**src/rtl/dma_dev_agent_pkg.sv**
```systemverilog
// Shared types and constants for the DMA device-side agent.
// FSM state codes, error codes and a config validity helper.
package dma_dev_agent_pkg;

    localparam int ADD_LEN_DEF  = 16;
    localparam int DATA_LEN_DEF = 16;

    typedef enum logic [2:0] {
        ST_IDLE  = 3'd0,
        ST_CHECK = 3'd1,
        ST_REQ   = 3'd2,
        ST_XFER  = 3'd3,
        ST_DRAIN = 3'd4,
        ST_DONE  = 3'd5,
        ST_ERR   = 3'd6
    } state_e;

    localparam logic [1:0] ERR_NONE    = 2'b00;
    localparam logic [1:0] ERR_CFG     = 2'b01;
    localparam logic [1:0] ERR_SHORT   = 2'b10;
    localparam logic [1:0] ERR_TIMEOUT = 2'b11;

    // Odd byte address or an empty transfer cannot be issued.
    function automatic logic cfg_invalid(input logic addr_lsb, input logic words_zero);
        return addr_lsb | words_zero;
    endfunction

endpackage

```
**src/rtl/dma_dev_agent_fifo.sv**
```systemverilog
// Small synchronous FIFO buffering words between the DMA controller and the peripheral.
// Push while full is accepted only together with a pop; flush empties it in one cycle.
module dma_dev_agent_fifo #(
    parameter int DATA_W  = 16,
    parameter int DEPTH_W = 2
) (
    input  logic              clk_i,
    input  logic              rst_ni,
    input  logic              flush_i,
    input  logic              push_i,
    input  logic [DATA_W-1:0] push_data_i,
    input  logic              pop_i,
    output logic [DATA_W-1:0] head_o,
    output logic              full_o,
    output logic              empty_o,
    output logic [DEPTH_W:0]  used_o
);
    localparam int ENTRIES = 1 << DEPTH_W;

    logic [DATA_W-1:0]  mem_q [ENTRIES];
    logic [DEPTH_W-1:0] wr_ptr_q;
    logic [DEPTH_W-1:0] rd_ptr_q;
    logic [DEPTH_W:0]   used_q;
    logic               do_push_s;
    logic               do_pop_s;

    assign empty_o   = (used_q == (DEPTH_W+1)'(0));
    assign full_o    = (used_q == (DEPTH_W+1)'(ENTRIES));
    assign used_o    = used_q;
    assign head_o    = mem_q[rd_ptr_q];
    assign do_pop_s  = pop_i && !empty_o;
    assign do_push_s = push_i && (!full_o || do_pop_s);

    // Pointer and occupancy bookkeeping.
    always_ff @(posedge clk_i or negedge rst_ni) begin
        if (!rst_ni) begin
            wr_ptr_q <= '0;
            rd_ptr_q <= '0;
            used_q   <= '0;
        end else if (flush_i) begin
            wr_ptr_q <= '0;
            rd_ptr_q <= '0;
            used_q   <= '0;
        end else begin
            if (do_push_s) begin
                wr_ptr_q <= wr_ptr_q + DEPTH_W'(1);
            end
            if (do_pop_s) begin
                rd_ptr_q <= rd_ptr_q + DEPTH_W'(1);
            end
            case ({do_push_s, do_pop_s})
                2'b10:   used_q <= used_q + (DEPTH_W+1)'(1);
                2'b01:   used_q <= used_q - (DEPTH_W+1)'(1);
                default: used_q <= used_q;
            endcase
        end
    end

    // Storage array; contents are don't-care until written, reads are gated by empty.
    always_ff @(posedge clk_i) begin
        if (do_push_s) begin
            mem_q[wr_ptr_q] <= push_data_i;
        end
    end

endmodule

```
**src/rtl/dma_dev_agent.sv**
```systemverilog
// Device-side endpoint of the DMA device interface: requests one transfer per cfg_start
// and streams words between the controller and the peripheral's local ports.
module dma_dev_agent
    import dma_dev_agent_pkg::*;
#(
    parameter int ADD_LEN   = 16,
    parameter int DATA_LEN  = 16,
    parameter int BUF_DEPTH = 2,
    parameter int TIMEOUT_W = 12
) (
    input  logic                clk,
    input  logic                reset,
    input  logic                cfg_start,
    input  logic                cfg_rd_wr,
    input  logic [ADD_LEN:0]    cfg_addr,
    input  logic [ADD_LEN-1:0]  cfg_words,
    output logic                busy,
    output logic                done,
    output logic                err,
    output logic [1:0]          err_code,
    output logic [DATA_LEN-1:0] rx_data,
    output logic                rx_valid,
    input  logic                rx_ready,
    input  logic [DATA_LEN-1:0] tx_data,
    input  logic                tx_valid,
    output logic                tx_ready,
    output logic                rqst,
    output logic                rd_wr,
    output logic [ADD_LEN:0]    start_addr,
    output logic [ADD_LEN-1:0]  num_words,
    output logic                dev_ack,
    output logic [DATA_LEN-1:0] dev_in,
    input  logic                dma_ack,
    input  logic [DATA_LEN-1:0] dev_out,
    input  logic                end_flag
);
    localparam int ENTRIES = 1 << BUF_DEPTH;

    state_e               state_q, state_d;
    logic [1:0]           err_code_d;
    logic                 rd_wr_q;
    logic [ADD_LEN:0]     start_addr_q;
    logic [ADD_LEN-1:0]   num_words_q;
    logic [ADD_LEN-1:0]   remaining_q;
    logic [ADD_LEN-1:0]   pushed_q;
    logic [ADD_LEN-1:0]   rem_after_s;
    logic [TIMEOUT_W-1:0] wd_q;
    logic                 rqst_q, busy_q, done_q, err_q;
    logic [1:0]           err_code_q;

    logic                 accept_s, in_xfer_s, strobe_s;
    logic                 fifo_flush_s, fifo_push_s, fifo_pop_s;
    logic [DATA_LEN-1:0]  fifo_wdata_s, fifo_head_s;
    logic                 fifo_full_s, fifo_empty_s;
    logic [BUF_DEPTH:0]   fifo_used_s, fifo_free_s;
    logic                 rx_valid_s, tx_ready_s, tx_push_s, dev_ack_s;

    assign accept_s    = (state_q == ST_IDLE) && cfg_start;
    assign in_xfer_s   = (state_q == ST_XFER);
    // Strobes arriving after the last word are ignored rather than flagged.
    assign strobe_s    = in_xfer_s && dma_ack && (remaining_q != ADD_LEN'(0));
    assign rem_after_s = strobe_s ? (remaining_q - ADD_LEN'(1)) : remaining_q;

    // State register.
    always_ff @(posedge clk or negedge reset) begin
        if (!reset) begin
            state_q <= ST_IDLE;
        end else begin
            state_q <= state_d;
        end
    end

    // Next-state logic; the word counted this cycle is included before end_flag is judged.
    always_comb begin
        state_d    = state_q;
        err_code_d = ERR_NONE;
        case (state_q)
            ST_IDLE: begin
                if (cfg_start) begin
                    state_d = ST_CHECK;
                end else begin
                    state_d = ST_IDLE;
                end
            end
            ST_CHECK: begin
                if (cfg_invalid(start_addr_q[0], num_words_q == ADD_LEN'(0))) begin
                    state_d    = ST_ERR;
                    err_code_d = ERR_CFG;
                end else begin
                    state_d = ST_REQ;
                end
            end
            ST_REQ: state_d = ST_XFER;
            ST_XFER: begin
                if (end_flag) begin
                    if (rem_after_s == ADD_LEN'(0)) begin
                        state_d = ST_DRAIN;
                    end else begin
                        state_d    = ST_ERR;
                        err_code_d = ERR_SHORT;
                    end
                end else if (!dma_ack && (&wd_q)) begin
                    state_d    = ST_ERR;
                    err_code_d = ERR_TIMEOUT;
                end else begin
                    state_d = ST_XFER;
                end
            end
            ST_DRAIN: begin
                if (!rd_wr_q || fifo_empty_s) begin
                    state_d = ST_DONE;
                end else begin
                    state_d = ST_DRAIN;
                end
            end
            ST_DONE: state_d = ST_IDLE;
            ST_ERR:  state_d = ST_IDLE;
            default: state_d = ST_IDLE;
        endcase
    end

    // Buffer steering and handshakes; dev_ack keeps one free slot / one spare word for a late strobe.
    always_comb begin
        fifo_free_s  = (BUF_DEPTH+1)'(ENTRIES) - fifo_used_s;
        rx_valid_s   = rd_wr_q && !fifo_empty_s;
        tx_ready_s   = !rd_wr_q && in_xfer_s && !fifo_full_s && (pushed_q < num_words_q);
        tx_push_s    = tx_ready_s && tx_valid;
        fifo_flush_s = accept_s || (state_q == ST_ERR);
        if (rd_wr_q) begin
            fifo_push_s  = strobe_s;
            fifo_wdata_s = dev_out;
            fifo_pop_s   = rx_valid_s && rx_ready;
            dev_ack_s    = in_xfer_s && (fifo_free_s >= (BUF_DEPTH+1)'(2));
        end else begin
            fifo_push_s  = tx_push_s;
            fifo_wdata_s = tx_data;
            fifo_pop_s   = strobe_s;
            dev_ack_s    = in_xfer_s &&
                           ((fifo_used_s >= (BUF_DEPTH+1)'(2)) ||
                            ((fifo_used_s >= (BUF_DEPTH+1)'(1)) && (remaining_q == ADD_LEN'(1))));
        end
    end

    // Registered transfer parameters, counters and status outputs.
    always_ff @(posedge clk or negedge reset) begin
        if (!reset) begin
            rqst_q       <= 1'b0;
            busy_q       <= 1'b0;
            done_q       <= 1'b0;
            err_q        <= 1'b0;
            err_code_q   <= ERR_NONE;
            rd_wr_q      <= 1'b0;
            start_addr_q <= '0;
            num_words_q  <= '0;
            remaining_q  <= '0;
            pushed_q     <= '0;
            wd_q         <= '0;
        end else begin
            rqst_q <= (state_d == ST_REQ) || (state_d == ST_XFER);
            busy_q <= (state_d != ST_IDLE);
            done_q <= (state_d == ST_DONE);
            if (accept_s) begin
                rd_wr_q      <= cfg_rd_wr;
                start_addr_q <= cfg_addr;
                num_words_q  <= cfg_words;
                remaining_q  <= cfg_words;
                pushed_q     <= '0;
                wd_q         <= '0;
                err_q        <= 1'b0;
                err_code_q   <= ERR_NONE;
            end else begin
                if (state_d == ST_ERR) begin
                    err_q      <= 1'b1;
                    err_code_q <= err_code_d;
                end
                if (in_xfer_s) begin
                    remaining_q <= rem_after_s;
                    wd_q        <= dma_ack ? TIMEOUT_W'(0) : (wd_q + TIMEOUT_W'(1));
                end
                if (tx_push_s) begin
                    pushed_q <= pushed_q + ADD_LEN'(1);
                end
            end
        end
    end

    dma_dev_agent_fifo #(
        .DATA_W  (DATA_LEN),
        .DEPTH_W (BUF_DEPTH)
    ) u_fifo (
        .clk_i       (clk),
        .rst_ni      (reset),
        .flush_i     (fifo_flush_s),
        .push_i      (fifo_push_s),
        .push_data_i (fifo_wdata_s),
        .pop_i       (fifo_pop_s),
        .head_o      (fifo_head_s),
        .full_o      (fifo_full_s),
        .empty_o     (fifo_empty_s),
        .used_o      (fifo_used_s)
    );

    assign busy       = busy_q;
    assign done       = done_q;
    assign err        = err_q;
    assign err_code   = err_code_q;
    assign rqst       = rqst_q;
    assign rd_wr      = rd_wr_q;
    assign start_addr = start_addr_q;
    assign num_words  = num_words_q;
    assign rx_valid   = rx_valid_s;
    assign tx_ready   = tx_ready_s;
    assign dev_ack    = dev_ack_s;
    assign rx_data    = rx_valid_s ? fifo_head_s : DATA_LEN'(0);
    assign dev_in     = (!rd_wr_q && !fifo_empty_s) ? fifo_head_s : DATA_LEN'(0);

endmodule

```
**config.mk**
```make
export PLATFORM = sky130hd
export DESIGN_NAME = dma_dev_agent
export DESIGN_NICKNAME = d
export VERILOG_FILES = /design/src/rtl/dma_dev_agent_pkg.sv /design/src/rtl/dma_dev_agent_fifo.sv /design/src/rtl/dma_dev_agent.sv
export SDC_FILE = /design/constraint.sdc
export NUM_CORES = 1
export LEC_CHECK = 0
export ABC_AREA = 1
export ABC_CLOCK_PERIOD_IN_PS = 6800
export BUFFER_PORTS_ARGS = -buffer_cell sky130_fd_sc_hd__buf_2
export CAP_MARGIN = 20
export CORE_MARGIN = 2
export CORE_UTILIZATION = 30
export CTS_CLUSTER_SIZE = 16
export DETAILED_ROUTE_END_ITERATION = 7
export SLEW_MARGIN = 5
export SYNTH_ARGS = -nofsm -noshare
export SYNTH_HDL_FRONTEND = slang
export SYNTH_SLANG_ARGS = --single-unit
```
**constraint.sdc**
```tcl
create_clock -name clk -period 6.8 [get_ports clk]
set_clock_uncertainty 0.1 [all_clocks]
set_input_delay 0.68 -clock clk [delete_from_list [all_inputs] [get_ports clk]]
set_output_delay 0.68 -clock clk [all_outputs]
set_load 0.05 [all_outputs]
```
==> results of run 1 <==
[sequential cells by signal (all words and copies together) (netlist names), 2 cells and up]
name and flops:
wd_q 12, num_words 16, u_fifo.wr_ptr_q 2, pushed_q 16, u_fifo.used_o 3, u_fifo.mem_q 64, err_code 2, state_q 3
remaining_q 16, start_addr 17, u_fifo.rd_ptr_q 2
[worst reg2reg max path: cells and delay by family, from the launching register on]
kind | cells | cell delay (ns)
simple gates | 5 | 1.14
compound gates | 2 | 0.16
buf+inv | 4 | 1.04
flops | 1 | 0.82
[layout make-up]
cell class	count	area [sq um]	share of cell area
Sequential cell	158	4270	0.430
Multi-Input combinational cell	656	3380	0.340
Timing Repair Buffer	157	853	0.0858
Tap cell	341	427	0.0429
Clock buffer	17	425	0.0428
Inverter	107	409	0.0411
Clock inverter	15	174	0.0175
[kinds of logic after synthesis]
logic type,count (synthesis),share of synthesized area
compound gates,130,0.0971
xor+xnor,16,0.0171
fa+ha+maj,29,0.0443
buf+inv,139,0.0667
flops,158,0.521
simple gates,481,0.254
[cells in the final DEF (no fill, tap or decap), types with 2 or more instances in the layout]
cell and n:
sky130_fd_sc_hd__ha_1 29, sky130_fd_sc_hd__buf_16 2, sky130_fd_sc_hd__a32o_1 16, sky130_fd_sc_hd__nand2_2 8, sky130_fd_sc_hd__o21ai_0 48, sky130_fd_sc_hd__inv_2 4, sky130_fd_sc_hd__nand3_2 4, sky130_fd_sc_hd__o31ai_1 6
sky130_fd_sc_hd__inv_6 5, sky130_fd_sc_hd__buf_4 9, sky130_fd_sc_hd__nand4_1 10, sky130_fd_sc_hd__buf_2 146, sky130_fd_sc_hd__dfrtp_1 94, sky130_fd_sc_hd__xor2_1 12, sky130_fd_sc_hd__nor3_1 24, sky130_fd_sc_hd__a21oi_1 44
sky130_fd_sc_hd__nor2_2 3, sky130_fd_sc_hd__nor2_1 94, sky130_fd_sc_hd__a31oi_1 3, sky130_fd_sc_hd__xnor2_1 4, sky130_fd_sc_hd__nand2_1 282, sky130_fd_sc_hd__a211oi_1 2, sky130_fd_sc_hd__nand3_1 30, sky130_fd_sc_hd__inv_8 4
sky130_fd_sc_hd__edfxtp_1 64, sky130_fd_sc_hd__inv_1 101, sky130_fd_sc_hd__o21ai_2 3, sky130_fd_sc_hd__nor2_4 3, sky130_fd_sc_hd__nand2_4 3, sky130_fd_sc_hd__nor4_1 13, sky130_fd_sc_hd__clkbuf_16 17, sky130_fd_sc_hd__clkinv_8 2
sky130_fd_sc_hd__clkinv_4 3
[stage by stage]
stage,util,instances
2_1_floorplan,-,953
3_3_place_gp,0.346,1417
3_5_place_dp,0.346,1417
4_1_cts,0.368,1449
5_1_grt,0.370,1451
6_report,0.370,1451
[metal layers]
| metal | vias to the layer above | routed length [um] | global-route usage |
|---|---|---|---|
| li1 | 3437 | - | - |
| met1 | 3158 | 10000 | 0.206 |
| met2 | 216 | 9690 | 0.244 |
| met3 | 18 | 1330 | 0.0280 |
| met4 | 2 | 220 | 0.0412 |
| met5 | - | 16 | 0 |
[power groups by stage]
stage | Clock (uW) | Combinational, uW | Sequential [uW]
floorplan | 0 | 1630 | 1870
global placement | 0 | 2580 | 1550
detailed placement | 0 | 2600 | 1560
CTS | 987 | 2610 | 1540
global route | 1030 | 2860 | 1580
finish | 966 | 2610 | 1540
[path summary, 6_finish.rpt]
check                                      to  slack (ns)  depth (start not counted)
setup / recovery                  rx_data[12]        3.12                          5
hold / removal                   num_words[7]        0.08                          1
setup reg to reg           u_fifo.mem_q[3][7]        3.26                         11
hold reg to reg                start_addr[15]        0.38                          2
max in group asynchronous               rd_wr        5.34                          2
min in group clk                start_addr[9]        0.34                          3
==> impl_summary.md, run 1 <==
Finish
The fill cell total of the finished layout is around 2800. The number of nets at the end of the flow is roughly 1200. Once layout is done, the placed cells without fillers occupy approximately 10000 sq um. 0 antenna diodes ended up in the layout. The growth of design area from synthesis to finish is 21.3%.

Of the cells placed in the final design, the portion with a size suffix greater than 1 is 0.203.

Critical path
The critical path goes through inv_1 > nor2_2 > inv_1 > nor2_1 > buf_2. The worst stage delay on the critical path is roughly 0.82 ns. The required time of the critical path is 6.02 ns.

The most numerous cell type found on the critical path is sky130_fd_sc_hd__inv_1. The critical path is of the flop to output pin type. Among cell families on the critical path, the largest total delay comes from buffers and inverters. The origin of the worst setup path is rd_wr. The data arrival time of the critical path is slightly below 3 ns. Of all nets on the critical path, the largest fanout is 21. The worst reg2reg path startpoint is rd_wr.

The buffering stage count on the worst path with inverters included is 3. The startpoint type of the worst setup path is a flop. The cell with the largest stage delay on the worst path is sky130_fd_sc_hd__dfrtp_1. STA classifies the critical path endpoint as an output pin.

Clocking
The total setup buffers inserted after CTS is 0. Buffers inserted to repair hold after CTS numbered 0. The post-cts sizing count is 0. The root buffer cell is sky130_fd_sc_hd__clkbuf_16. The clock transition time at the flip-flop clock pins of the worst setup and hold paths is around 0.070 ns.

The number of buffers created by CTS is 17. The number of H-tree branching levels is 4. Clock latency on the worst-skew pair, taken at its later pin, is roughly 0.43 ns. The TritonCTS clock tree is built. Clock tree synthesis found a total of 158 sinks. The longest clock path from root to sink contains 2 buffers.

STA
Setup repair after global routing left no endpoint under its margin. The final setup violation count is 0. The hold violation total from the final report came to 0. The setup slack after layout is ~3.1 ns. The fraction of the cycle the final worst path needs is 0.541.

The worst hold slack after final layout is between 0.08 and 0.09 ns. The count of pins over their slew limit is 0. Subtracting the final worst setup slack from the clock period gives between 3 and 4 ns. The worst max-slew margin expressed relative to the limit is 0.444. For this run, the top clock speed supported by timing is roughly 270 MHz. For the final routed database, the setup TNS stands at 0 ns. For the pin with the worst max-slew slack, the measured transition is roughly 0.83 ns.

Pwr
For this design the static power due to leakage is 0.00477 uW. The analysis attributes to net switching a power of around 2600 uW. VDD sags by at most a little under 0.4 mV. Dividing total power by cell area gives a power density of 515 nW/um^2. The combinational power share is 0.511. The share of total power dissipated in sequential elements is 0.301. The share of total power dissipated in the clock network is 0.189. Summing internal, switching and leakage power gives roughly 5100 uW. The cell-internal power is 2530 uW.

Of the total power, the share spent switching nets is 0.506.

Synthesis
Synthesis instantiated 46 different standard cells from the library. The sequential share of the synthesized area is 0.521. The synthesized area per cell is 8.60 sq um. In the synthesized netlist, the cells that appear most often are sky130_fd_sc_hd__nand2_1, sky130_fd_sc_hd__inv_1, sky130_fd_sc_hd__dfrtp_1, sky130_fd_sc_hd__nor2_1, sky130_fd_sc_hd__edfxtp_1. The prevailing post-synth register cell is sky130_fd_sc_hd__dfrtp_1. The share of synthesized area in the top cell type comes to 0.287. The total of flip-flops plus latches after synthesis is 158.

The cell area after technology mapping is between 8000 and 9000 sq um. For this run, asynchronously set or reset flops after synthesis account for 0.595. The biggest area contributor in the post-synthesis netlist is sky130_fd_sc_hd__dfrtp_1. The number of standard cells after synthesis is 953. Yosys instantiated no cell more often than sky130_fd_sc_hd__nand2_1.

The number of enable flip-flop cells after synthesis is between 60 and 70. For this run, the number of Yosys warnings is 0. The post-synth net total is ~1100. By area the synthesized netlist is led by sky130_fd_sc_hd__dfrtp_1, sky130_fd_sc_hd__edfxtp_1, sky130_fd_sc_hd__nand2_1, sky130_fd_sc_hd__inv_1, sky130_fd_sc_hd__ha_1.

Place
Once placement finished, the instance area stood at just over 9000 sq um. The number of port buffers is ~150. The HPWL after detailed placement is between 15000 and 20000 um.

The setup slack at placement is 3.21 ns. At the end of routability-driven placement, the weighted congestion stood at between 0.8 and 0.9.

Detailed routing
The total wirelength of the detailed-routed design is 21300 um. The number of nets with antenna violations after detailed routing is 0. For this run, design rule violations remaining after detail routing come to 0.

After the first detailed-routing iteration, the DRC count stood at approximately 430. Dividing the detail-routed wire length by the instance count gives 14.7 um. The via density per instance is approximately 4.7. The pre-antenna-repair detailed-routing pass consisted of 5 iterations. The total via count after detailed routing is approximately 7000.

Global route
The maximum number of pins on one net before global-route repair is just over 70. The number of global-route vias before repair is between 6000 and 7000. Summed over all layers, the global routing overflow is 0.

The number of antenna violations at the first check in global routing is 1. The total global-route track usage is 0.150. The first global-routing pass estimated between 30000 and 40000 um of wire.

Floorplan
The die covers ~29000 sq um. The standard cell core area is ~27000 sq um. In this run the horizontal extent of the chip is 169 um. The initial core utilization is 0.305. After floorplanning, the core was divided into 60 placement rows. The I/O pin count is around 150. The overall die height is ~170 um.

Worst hold path
The min-delay analysis places its worst path in the category primary input to asynchronous set/reset pin.

Outcome
The run finished with clean final reports.

Flow run
The number of violations of the max-capacitance limit is 0.
No activity file was read; power rests on OpenSTA's default activity.
==> run 2, diff against run 1 <==
--- a/config.mk
+++ b/config.mk
@@ -6,7 +6,7 @@
 export NUM_CORES = 1
 export LEC_CHECK = 0
 export ABC_AREA = 1
-export ABC_CLOCK_PERIOD_IN_PS = 6800
+export ABC_CLOCK_PERIOD_IN_PS = 3000
 export BUFFER_PORTS_ARGS = -buffer_cell sky130_fd_sc_hd__buf_2
 export CAP_MARGIN = 20
 export CORE_MARGIN = 2
==> constraint.sdc (replaced) <==
create_clock -name clk -period 3 [get_ports clk]
set_clock_uncertainty 0.1 [all_clocks]
set_input_delay 0.3 -clock clk [delete_from_list [all_inputs] [get_ports clk]]
set_output_delay 0.3 -clock clk [all_outputs]
set_load 0.05 [all_outputs]
==> impl_summary.md, run 2 (same netlist as run 1, synthesis figures left out) <==
Outcome
The flow ran to the end, and the final reports show no timing, DRC or antenna violations.

Critical path
The origin of the worst setup path is u_fifo.used_o[0]. The maximum fanout along the worst path is 16. STA puts the critical path data arrival time at between 2 and 2.5 ns. In this run the critical register-to-register path is launched from u_fifo.used_o[0]. The startpoint type of the worst setup path is a flop.

The worst setup path is of the flop to output pin kind. STA puts the critical path data required time at about 2.6 ns. The kind of end point of the critical path is an output pin.

Finish
Leaving out fill and tap cells, the most frequent cell in the layout is sky130_fd_sc_hd__nand2_1. The largest register by flop count is u_fifo.mem_q. The proportion of layout cells with a drive suffix above 1 is 0.208.

The number of antenna diodes in the final layout is 0. In the layout the commonest cells are sky130_fd_sc_hd__nand2_1, sky130_fd_sc_hd__buf_2, sky130_fd_sc_hd__inv_1. The flip-flop count of the largest register, all copies and words added is 64.

The growth of design area from synthesis to finish is 24.2%. The final layout contains between 1000 and 1500 nets. The post-route cell area is 10200 sq um.

Detailed routing
The count of routing violations after the opening detailed-route iteration is between 500 and 600. After detailed routing, the number of vias per cell comes to 4.65. The final routed wire length divided by cell count is 14.2 um. For this run, the detailed router's first-pass iteration total came to 5. The DRC violation count after routing is 0. Across all layers, the routed design uses between 6000 and 7000 vias.

The count of nets left with antenna violations once routing finished came out at 0. The total wirelength of the detailed-routed design is 21000 um.

Pwr
Of the total power, the share spent switching nets is 0.502. The combinational power share is 0.510. The clock network fraction of total power is 0.191. In this run the power spent charging and discharging nets is 5850 uW. The internal power of the cells totals slightly below 6000 uW. The analysis attributes to cell leakage a power of between 0.004 and 0.005 uW.

In this run the power density over the cells is approximately 1100 nW/um^2. The relative contribution of sequential cells to total power is 0.299. The largest vdd supply drop is roughly 0.62 mV.

Clocking
The clock passes through at most 2 buffers. The count of hold-fix buffers inserted at cts is 19. The number of buffers created by CTS is 17.

The insertion delay of the later-clocked pin in the worst-skew pair is between 0.4 and 0.5 ns. Once the clock tree was built, the setup fixing pass inserted 0 buffers. In this run, post-CTS repair resized a total of 0 instances.

The TritonCTS clock tree is built. The number of sinks on the clock net is between 150 and 200. The root buffer cell chosen for the clock tree is sky130_fd_sc_hd__clkbuf_16. CTS built an H-tree with a depth of 4. The clock transition time at the flip-flop clock pins of the worst setup and hold paths is roughly 0.07 ns.

STA
In this run the tightest slew margin relative to its limit is 0.549. The transition time at the pin with the least slew margin is slightly below 0.7 ns. Setup repair after global routing left no endpoint under its margin. Setup violations remaining at the end of the flow were counted as 0.

The hold violation total from the final report is 0. After routing, the total negative slack on setup checks comes to 0 ns. The count of pins over their slew limit is 0. The maximum operating frequency is 368 MHz. The worst hold slack after final layout is between 0.03 and 0.04 ns. The final period demand of the worst path is between 2 and 3 ns.

In the finished design, the share of the clock period the worst path needs comes to 0.906.

Floorplan
The die outline width is approximately 170 um. The standard cell core area is 26900 sq um. The initial utilization of the core area, before any placement, comes to 0.305.

The I/O pin count is around 150. The die is between 150 and 200 um tall. After floorplanning, the core was divided into 60 placement rows. The floorplan step defined a die boundary enclosing between 20000 and 30000 sq um.

Place
Once detailed placement completed, the half-perimeter wirelength came to between 15000 and 20000 um. The number of port buffers is between 100 and 150. The area after detailed placement is 9370 sq um.

Routability-driven placement finished with a final weighted congestion of about 0.84.

Global route
The first global-routing pass estimated around 34000 um of wire. Entering global routing, the biggest net connects 80 pins. The number of antenna violations at the first check in global routing is 1. The number of global-route vias before repair is 6555.

The global route total overflow is 0. For this run, the total global-route usage over all layers was measured as 0.151.

Worst hold path
The worst hold path begins at cfg_words[13]. The worst hold path belongs to the class primary input to flop.

Flow run
The number of violations of the max-capacitance limit is 0.
run 2: cell type report:
| cell class | instances | area (sq um) |
|---|---|---|
| multi-input cells | 656 | 3400 |
| flip-flops and latches | 158 | 4270 |
| well taps | 341 | 427 |
| clock buffers | 17 | 425 |
| clock inverters | 15 | 178 |
| repair buffers | 183 | 1080 |
| inverters | 107 | 409 |
| fillers | 2739 | 16700 |
run 2: through the flow:
step           total power [uW]  setup slack [ns]  std cells   util
4_1_cts                   11800             0.259       1476  0.378
2_1_floorplan              7940             0.184        953      -
5_1_grt                   12500             0.142       1477  0.379
3_5_place_dp               9490             0.376       1425  0.349
3_3_place_gp               9440             0.441       1425  0.349
6_report                  11700             0.282       1477  0.379
run 2: power groups by stage:
stage | Sequential (uW) | Clock [uW] | Combinational, uW
floorplan | 4230 | 0 | 3710
global placement | 3520 | 0 | 5930
detailed placement | 3520 | 0 | 5970
CTS | 3490 | 2270 | 6000
global route | 3570 | 2360 | 6590
finish | 3490 | 2220 | 5960
run 2: metal layers:
layer | part of all wire | track usage | routed length (um) | vias to the layer above
met2 | 0.44 | 0.240 | 9290 | 202
li1 | - | - | - | 3476
met3 | 0.059 | 0.0336 | 1230 | 19
met1 | 0.48 | 0.208 | 10200 | 3170
met5 | 0.00038 | 0 | 8 | -
met4 | 0.013 | 0.0394 | 277 | 2
run 2: worst paths after layout:
path	depth (start not counted)	slack (ns)	end
min	3	0.04	remaining_q[13]
min reg2reg	2	0.38	start_addr[7]
max	7	0.28	dev_in[2]
max reg2reg	12	0.37	u_fifo.mem_q[2][12]
max in group asynchronous	4	1.88	rd_wr
min in group asynchronous	2	0.17	pushed_q[2]
run 2: critical path, cell delays in order (launching register included):
cell and delay [ns]:
sky130_fd_sc_hd__dfrtp_1 0.40, sky130_fd_sc_hd__inv_1 0.11, sky130_fd_sc_hd__ha_1 0.21, sky130_fd_sc_hd__ha_1 0.22, sky130_fd_sc_hd__or2_2 0.32, sky130_fd_sc_hd__buf_4 0.21
sky130_fd_sc_hd__nor2_1 0.13, sky130_fd_sc_hd__buf_2 0.27
==> run 3, diff against run 2 <==
--- a/config.mk
+++ b/config.mk
@@ -9,7 +9,7 @@
 export ABC_CLOCK_PERIOD_IN_PS = 3000
 export BUFFER_PORTS_ARGS = -buffer_cell sky130_fd_sc_hd__buf_2
 export CAP_MARGIN = 20
-export CORE_MARGIN = 2
+export CORE_MARGIN = 10
 export CORE_UTILIZATION = 30
 export CTS_CLUSTER_SIZE = 16
 export DETAILED_ROUTE_END_ITERATION = 7
==> impl_summary.md, run 3 (same netlist as run 1, synthesis figures left out) <==
Critical path
STA classifies the critical path startpoint as a flop. The required time of the critical path is roughly 2.6 ns. The worst setup path is of the flop to output pin kind. The maximum fanout along the worst path is 16. The data arrival time of the critical path is roughly 2.4 ns. The kind of end point of the critical path is an output pin. Following the worst setup path forward leads to its endpoint at dev_in[0].

In this run the critical register-to-register path is launched from u_fifo.used_o[1]. For flop-to-flop paths, the worst setup slack is about 0.37 ns. Tracing the worst setup path back leads to its startpoint at u_fifo.used_o[1].

The depth of the worst register-to-register path is 12. In this run the critical register-to-register path is captured at u_fifo.mem_q[2][15].

STA
The count of pins over their slew limit is 0. Setup repair after global routing left no endpoint under its margin. The worst hold slack after final layout is ~0.027 ns.

At the pin with the least slew margin, the transition time is roughly 0.9 ns. The hold violation total from the final report was 0. The final period demand of the worst path is between 2 and 3 ns.

Measured against its own limit, the worst slew margin works out to 0.388. The maximum operating frequency is 364 MHz. Of the available clock period, the critical path in the final layout requires 0.915. The final setup violation count is 0.

The setup slack after layout is 0.255 ns. The aggregate negative setup slack is 0 ns.

Clocking
The root buffer cell is sky130_fd_sc_hd__clkbuf_16. CTS built an H-tree with a depth of 4. TritonCTS created 17 clock buffers. Gates resized during post-CTS repair numbered 0. The insertion delay of the later-clocked pin in the worst-skew pair is between 0.4 and 0.5 ns. Clock-pin slew was measured on the worst setup and hold paths at about 0.07 ns. Buffers added to address setup during post-CTS repair amount to 0. The number of sinks on the clock net is 158. TritonCTS built the clock tree. The clock passes through at most 2 buffers.

Floorplan
The die outline width is between 150 and 200 um. In this run the core area contains 60 standard-cell rows. The initial core utilization is 0.304. The die is between 150 and 200 um tall. In this run the count of I/O pins placed on the die edge is ~150.

The floorplan step defined a die boundary enclosing around 34000 sq um. The standard cell core area is about 27000 sq um.

Global route
Global routing finished with a remaining overflow of 0. For met2 alone, demand over resource in global routing was 0.206. For this run, the total global-route usage over all layers was measured as 0.131. In the global route stage, met3 resource usage came out at 0.0439.

The routing layer with the top usage in global route is met2. The global-route wire length before repair is between 30000 and 40000 um. The number of global-route vias before repair came to 6695. The number of antenna violations at the first check in global routing is 1.

Entering global routing, the biggest net connects 70 pins. For met1 alone, demand over resource in global routing was 0.169.

Detailed routing
After detailed routing, the number of remaining DRC violations is 0. The count of routing violations after the opening detailed-route iteration is 513. The detail route stage leaves a number of antenna-violating nets equal to 0. The final route contains roughly 6900 vias.

The via density per instance is approximately 4.7. The final routed wire length divided by cell count is 15.1 um. The length of the first detailed-routing pass in iterations is 5.

Wires add up to about 22000 um.

Place
The number of port buffers is ~150. Once placement finished, the instance area stood at 9370 sq um. The congestion estimate from routability-driven global placement came to a little over 0.8. Summed over all nets, the half-perimeter wirelength after detailed placement is 16800 um. The setup slack at placement is just under 0.4 ns.

Pwr
The reported leakage power is 0.00487 uW. The largest vdd supply drop is between 0.6 and 0.7 mV. The cell-internal power is 5700 uW. The relative contribution of sequential cells to total power is 0.298. Of the total power, the share spent switching nets is 0.514. The share of total power dissipated in the clock network is 0.189. The combinational power share is 0.513. For this design the ratio of total power to cell area is 1150 nW/um^2. In this run the power spent charging and discharging nets is about 6000 uW.

Finish
The post-route cell area is a little over 10000 sq um. The fraction of the core area covered by cells at the end of the flow is 0.378. In the layout the commonest cells are sky130_fd_sc_hd__nand2_1, sky130_fd_sc_hd__buf_2, sky130_fd_sc_hd__inv_1. Counting the fill cells in the layout gives 2687.

The flip-flop count of the largest register, all copies and words added is between 60 and 70. u_fifo.mem_q holds more flip-flops than any other register. The proportion of layout cells with a drive suffix above 1 is 0.207.

The area growth from synthesis to layout is 24.1%. The library cell used most frequently in the layout, excluding fill and tap cells, is sky130_fd_sc_hd__nand2_1. In the final design database the tool counted ~1200 nets.

Flow run
The number of violations of the max-capacitance limit is 0.

Worst hold path
The path class of the tightest hold or removal check is primary input to flop.

Outcome
The run finished with clean final reports.
[run 3: cell types whose count changed in the layout (fill, tap and decap cells not counted)]
cell,before,now
sky130_fd_sc_hd__inv_12,0,1
sky130_fd_sc_hd__buf_16,1,0
sky130_fd_sc_hd__clkinv_8,1,5
sky130_fd_sc_hd__bufinv_16,2,0
sky130_fd_sc_hd__diode_2,0,1
sky130_fd_sc_hd__inv_8,2,6
sky130_fd_sc_hd__inv_6,4,3
sky130_fd_sc_hd__clkinv_2,1,0
sky130_fd_sc_hd__clkinvlp_4,4,0
sky130_fd_sc_hd__clkinv_4,2,1
[run 3: cell type report]
cell class / instances / area (sq um) / area share
multi-input combinational: 656 / 3400 / 0.334
antenna: 1 / 2.50 / 0.000246
tap: 341 / 427 / 0.0419
timing repair buffer: 182 / 1050 / 0.103
inverter: 107 / 409 / 0.0402
sequential: 158 / 4270 / 0.420
clock buffer: 17 / 425 / 0.0418
clock inverter: 15 / 191 / 0.0188
[run 3: layer usage]
metal | part of all wire | vias to the layer above | wire (um)
li1 | - | 3483 | -
met4 | 0.011 | 0 | 249
met2 | 0.45 | 203 | 10100
met5 | 0 | - | 0
met1 | 0.45 | 3217 | 10200
met3 | 0.081 | 14 | 1820
[run 3: worst min path at each step]
| stage | startpoint | to | slack (ns) | depth (start not counted) |
|---|---|---|---|---|
| floorplan | reset | busy | -0.1 | 0 |
| global placement | start_addr[6] | start_addr[6] | 0.36 | 2 |
| detailed placement | start_addr[6] | start_addr[6] | 0.36 | 2 |
| CTS | cfg_words[13] | num_words[13] | 0.002 | 3 |
| global route | cfg_words[13] | num_words[13] | 0.04 | 3 |
| finish | cfg_words[13] | num_words[13] | 0.03 | 3 |
[run 3: per-stage QoR]
step | std cells | power [uW]
3_5_place_dp | 1425 | 9570
3_3_place_gp | 1425 | 9480
6_report | 1477 | 11700
5_1_grt | 1476 | 12500
2_1_floorplan | 953 | 7940
4_1_cts | 1476 | 11800
[run 3: power groups by stage]
stage	registers [uW]	clock network [uW]	logic [uW]
global placement	3520	0	5960
CTS	3490	2270	6080
detailed placement	3520	0	6050
global route	3570	2370	6590
floorplan	4230	0	3710
finish	3490	2210	6010
[run 3: repair_timing]
| item | 4_1_cts | 5_1_grt |
|---|---|---|
| setup endpoints to repair | 0 | 0 |
| hold endpoints to repair | 85 | 0 |
| hold buffers | 19 | 0 |
[run 3: critical path, cell delays in order, from the launching register on]
cell and delay [ns]:
sky130_fd_sc_hd__dfrtp_1 0.41, sky130_fd_sc_hd__inv_1 0.11, sky130_fd_sc_hd__ha_1 0.23, sky130_fd_sc_hd__ha_1 0.22
sky130_fd_sc_hd__or2_2 0.32, sky130_fd_sc_hd__buf_4 0.21, sky130_fd_sc_hd__nor2_1 0.13, sky130_fd_sc_hd__buf_2 0.27
